<file path="src/rtl/test_unit.sv">
// test_unit: registered two-input logic cell.
// Each raw input is synchronised, debounced and stripped of X/Z, then the two
// clean levels are combined by a parameter-selected Boolean function into z.

// Per-input conditioning path: two-flop synchroniser followed by a
// consecutive-sample debounce filter.
module TestUnitDebounce #(
  parameter int STABLE_CYCLES = 4
) (
  input  logic clk,
  input  logic rst,
  input  logic raw_i,
  output logic filt_o
);

  localparam int CntW = $clog2(STABLE_CYCLES) + 1;
  localparam logic [CntW-1:0] CntMax = CntW'(STABLE_CYCLES - 1);

  logic            s1_q;
  logic            s2_q;
  logic            f_q;
  logic            f_d;
  logic [CntW-1:0] cnt_q;
  logic [CntW-1:0] cnt_d;
  logic            sampleKnown;

  // Two-flop synchroniser bringing the asynchronous raw level into clk.
  always_ff @(posedge clk or posedge rst) begin
    if (rst) begin
      s1_q <= 1'b0;
      s2_q <= 1'b0;
    end else begin
      s1_q <= raw_i;
      s2_q <= s2_next(s1_q);
    end
  end

  // Pass-through helper; keeps the synchroniser stages visibly separate.
  function automatic logic s2_next(input logic v);
    return v;
  endfunction

  // A sample only counts toward a transition when it is a clean 0 or 1.
  always_comb begin
    sampleKnown = (s2_q === 1'b0) || (s2_q === 1'b1);
  end

  // Debounce decision: accept a new level only after enough consecutive
  // differing samples; any matching or unknown sample restarts the count.
  always_comb begin
    f_d   = f_q;
    cnt_d = '0;
    if (sampleKnown && (s2_q !== f_q)) begin
      if (cnt_q == CntMax) begin
        f_d   = s2_q;
        cnt_d = '0;
      end else begin
        cnt_d = cnt_q + CntW'(1);
      end
    end
  end

  // Filter state registers.
  always_ff @(posedge clk or posedge rst) begin
    if (rst) begin
      f_q   <= 1'b0;
      cnt_q <= '0;
    end else begin
      f_q   <= f_d;
      cnt_q <= cnt_d;
    end
  end

  assign filt_o = f_q;

endmodule


</file>
<file path="config.mk">
export PLATFORM = sky130hd
export DESIGN_NAME = TestUnitDebounce
export DESIGN_NICKNAME = d
export VERILOG_FILES = /design/src/rtl/test_unit.sv
export SDC_FILE = /design/constraint.sdc
export NUM_CORES = 1
export LEC_CHECK = 0
export BUFFER_PORTS_ARGS = -buffer_cell sky130_fd_sc_hd__buf_2
export CAP_MARGIN = 10
export CORE_AREA = 3 3 40 42
export CTS_BUF_LIST = sky130_fd_sc_hd__clkbuf_4
export DETAILED_ROUTE_END_ITERATION = 7
export DIE_AREA = 0 0 43 45
export PLACE_DENSITY_LB_ADDON = 0.08
export SETUP_SLACK_MARGIN = 0.2
export SLEW_MARGIN = 30
export SYNTH_ARGS = -nofsm -noshare
export SYNTH_HDL_FRONTEND = slang
export SYNTH_SLANG_ARGS = --single-unit
export TNS_END_PERCENT = 20
</file>
<file path="constraint.sdc">
create_clock -name clk -period 1.85 [get_ports clk]
set_clock_uncertainty 0.2 [all_clocks]
set_input_delay 0.0925 -clock clk [delete_from_list [all_inputs] [get_ports clk]]
set_output_delay 0.0925 -clock clk [all_outputs]
set_load 0.01 [all_outputs]
</file>
* Word level (Yosys, flattened, before mapping)
Cells that the tools add are included.
W data, S select, Z words.
** Operators by class
- Add/subtract/negate cells :: 1
- Eq/ne operators :: 4
- Multiplexer cells :: 2
- Reductions and logical operators :: 3
** Operators by type and width (number)
- $mux W3 :: 2
- $add A3 B1 Y3 const B :: 1
- $eq A3 B2 Y1 const B :: 1
- $eqx A1 B1 Y1 const B :: 2
- $reduce_and A2 Y1 :: 1
- $logic_and A1 B1 Y1 :: 1
- $logic_or A1 B1 Y1 :: 1
- $nex A1 B1 Y1 :: 1
** Word-level totals
- Bits in registers :: 6
- Bits of input ports :: 3
- Logic and storage cells :: 14

* Logic depth before layout (Yosys ltp)
- Depth in word-level cells :: 4
- Depth in mapped cells :: 3
- Gate-level depth less buffers :: 3

* Worst setup path after synthesis
OpenSTA, ideal clock, no wires.
- Kind :: register to register
- From :: reg cnt_q[0]
- To :: reg f_q (netlist: filt_o)
- Setup time :: 0.125 ns
- Arrival :: 0.951 ns
- Data required time :: 1.525 ns
- Setup slack :: 0.574 ns
- Cell stages (with the launch flop) :: 4
- Path buffers :: 0
- Cells stage by stage :: dfrtp_1 > ha_1 > nor2b_4 > mux2_2
** Between the ends
- Longest elaborated chain between the ends :: 2
** RTL lines
- start, declared :: line 23 : logic [CntW-1:0] cnt_q;
- start signal, assigned :: line 70 : cnt_q <= cnt_d;
- $eq A3 B2 Y1 :: line 54 : if (cnt_q == CntMax) begin
- $reduce_and A2 Y1 (no line)
- end signal, assigned :: line 66 : f_q <= 1'b0;
- end signal, assigned :: line 69 : f_q <= f_d;
- end, declared :: line 21 : logic f_q;
No other way between the ends.
A chain may end at the register's enable or synchronous reset.

* Final worst setup path
Ends and elaborated chain as after synthesis.

==> run_results.csv <==
group,metric,value,unit
power,swShare,0.263,
logic_synthesis,synth.top_cell.area_share,0.682,
layout,final_core_util,0.231,
setup_path,path_class,"reg -> reg",
sta,finalHoldViolCount,0,
sta,max_freq,753,MHz
die,initial_core_util,0.171,
logic_synthesis,synth_edf_count,0,
logic_synthesis,ys_ff_latch,6,
detailed_routing,highest-signal-layer,"met4",
layout,drive_above_1_share,0.364,
clock_tree,cts.clk_slew.worst_paths,40,ps
setup_path,crit_start,"cnt_q[0]",
global_route,grt_pass1_vias,133,
die,core_area,1280,um2
clock_tree,clock-sinks,6,
clock_tree,tritoncts,"yes",
setup_path,r2r_cells,3,
logic_synthesis,synthArstFlopShare,1.00,
die,io_pins,4,
clock_tree,cts_buffer_depth,2,
detailed_routing,routedWlPerCell,8.54,um
setup_path,cp-start-kind,"flop",
setup_path,worstPathMaxFanout,3,
layout,fill_cells,139,
power,p_int,0.288,mW
power,seqPwrFrac,0.462,
clock_tree,cts_made_buffers,3,
sta,setup_viol,0,
logic_synthesis,synth_top_cell_by_area,"dfrtp_1",
logic_synthesis,yosys.cell_types.count,8,
logic_synthesis,yosys_most_used_dff,"dfrtp_1",
layout,finalNonFillerCells,37,
layout,fin_nets,28,
sta,tightest_slew,278,ps
run_status,outcome,"complete, no violations",
clock_tree,cts.repair.resized,0,
logic_synthesis,yosysMostFrequentCell,"dfrtp_1",
setup_path,slowest_stage,"dfrtp_1",
setup_path,critPathArrivalTime,1250,ps
power,combPwrFrac,0.236,
setup_path,end_kind,"flop",
logic_synthesis,synthTopCellsByArea,"dfrtp_1 (68%), nor3b_1 (6.8%), nor2b_4 (6.3%), ha_1 (5.7%), mux2_2 (5.1%)",
detailed_routing,drt-total-wl,316,um
sta,worst_hold_slack,109,ps
setup_path,reg2reg_to,"filt_o",
detailed_routing,wl_met1,143,um
clock_tree,clock-root-buffer,"clkbuf_4",
global_route,track_usage,0.0444,
placement,place_inst,32,
detailed_routing,first_pass_iters,2,
layout,insertedDiodeCount,0,
run,drv_cap,0,
power,ir_drop,0.304,mV
logic_synthesis,synth_nets,18,
die,row_count,13,
sta,period_minus_slack,1330,ps
die,die_w,43,um
setup_path,r2r_slack,520,ps
logic_synthesis,syn_area,220,um2
global_route,grt_first_pass_wirelength,531,um
logic_synthesis,ys_seq_area_frac,0.682,
setup_path,critPathMaxStageDelay,340,ps
placement,portBuffers,3,
layout,syn2layout_area_growth,34.7,%
setup_path,crit_chain,"ha_1 > nor2b_4 > mux2_2",
detailed_routing,route.antenna.remaining_nets,0,
hold_path,min_path_type,"in -> async",
sta,timing.final.crit_share,0.718,
power,p_sw,0.102,mW
die,dieArea,1940,um2
detailed_routing,drc,0,
detailed_routing,drtIter0Drc,1,
clock_tree,cts-htree-levels,1,
power,clkPwrFrac,0.302,
global_route,antenna_found_initial,0,
logic_synthesis,postSynthCellCount,14,
global_route,overflow,0,
power,power_density,1320,nW/um2
detailed_routing,wl_met2,129,um
sta,maxSlewViolCount,0,
setup_path,endpoint,"filt_o",
logic_synthesis,synthTopCellsByCount,"dfrtp_1 (6), nor3b_1 (2)",
placement,gp_congestion,0.585,
sta,rsz0062_at_grt,"no",
clock_tree,cts_post_setup_buffers_inserted,0,
setup_path,r2r_start,"cnt_q[0]",
setup_path,required,1770,ps
detailed_routing,via_count,131,
global_route,grt_max_degree,7,
logic_synthesis,syn_area_per_cell,15.7,um2
power,p_leak,0.138,nW
sta,slew_headroom,0.813,
detailed_routing,vias_per_cell,3.54,
clock_tree,insertion_delay,240,ps
detailed_routing,wl_met3,21,um
sta,setup-tns-final,0,ps
die,die_h,45,um
logic_synthesis,synth_warnings,0,
## cells in the final DEF (no fill, tap or decap)
cell type	count
xnor2_1	1
nor3b_1	2
inv_1	1
nor2b_4	1
clkbuf_4	3
buf_2	3
nor3_1	1
mux2_2	1
ha_1	1
dlygate4sd3_1	2
dfrtp_1	6
## flip-flops by register name, summed over array words and instances (netlist names)
register / cells
cnt_q: 3
filt_o: 1
s1_q: 1
s2_q: 1
## power by group through the flow
| stage | clock, mW | sequential (mW) | combinational [mW] |
|---|---|---|---|
| after floorplan | 0 | 0.185 | 0.0603 |
| after global placement | 0 | 0.180 | 0.0901 |
| after detailed placement | 0 | 0.182 | 0.0922 |
| after CTS | 0.125 | 0.180 | 0.0960 |
| after global routing | 0.131 | 0.182 | 0.107 |
| final | 0.118 | 0.180 | 0.0921 |
## layout make-up
class                           instances  area [um2]  area share
Sequential cell                         6         150       0.506
Multi-Input combinational cell          7        66.3       0.224
Timing Repair Buffer                    5        35.0       0.118
Clock buffer                            3        22.5      0.0759
Tap cell                               15        18.8      0.0633
Inverter                                1        3.75      0.0127
## routing by layer
layer / track usage / vias to the layer above
li1: - / 63
met1: 0.0491 / 59
met2: 0.0449 / 6
met3: 0.0239 / 3
met4: 0.0723 / 0
met5: 0 / -
## worst max-delay path, delay by kind of cell, from the launching register on
kind                       cells  cell delay, ps
muxes                          1             340
adders and majority gates      1             170
and+or+nand+nor                1             170
DFF                            1             340
## kinds of logic after synthesis
family / after synthesis / synth area share
mux: 1 / 0.0511
flops: 6 / 0.682
simple gates: 4 / 0.153
xor+xnor: 1 / 0.0398
buf+inv: 1 / 0.0170
fa+ha+maj: 1 / 0.0568
## how the worst min path moves through the flow
stage | start | endpoint | slack, ps | depth (start not counted)
2_1_floorplan | rst | cnt_q[0] | -320 | 1
3_3_place_gp | rst | cnt_q[0] | -190 | 2
3_5_place_dp | rst | s2_q | -180 | 2
4_1_cts | rst | cnt_q[0] | 110 | 3
5_1_grt | rst | cnt_q[1] | 140 | 3
6_report | rst | cnt_q[0] | 110 | 3
## stage by stage
step / worst slack, ps / cell area [um2] / total power, mW
2_1_floorplan: 574 / 220 / 0.245
3_3_place_gp: 521 / 254 / 0.270
3_5_place_dp: 521 / 254 / 0.275
4_1_cts: 509 / 297 / 0.401
5_1_grt: 460 / 297 / 0.421
6_report: 521 / 297 / 0.390
## timing repair
item	CTS	global route
hold buffers	2	0
setup endpoints to repair	0	0
hold endpoints to repair	7	0
No activity file was read; power rests on OpenSTA's default activity.
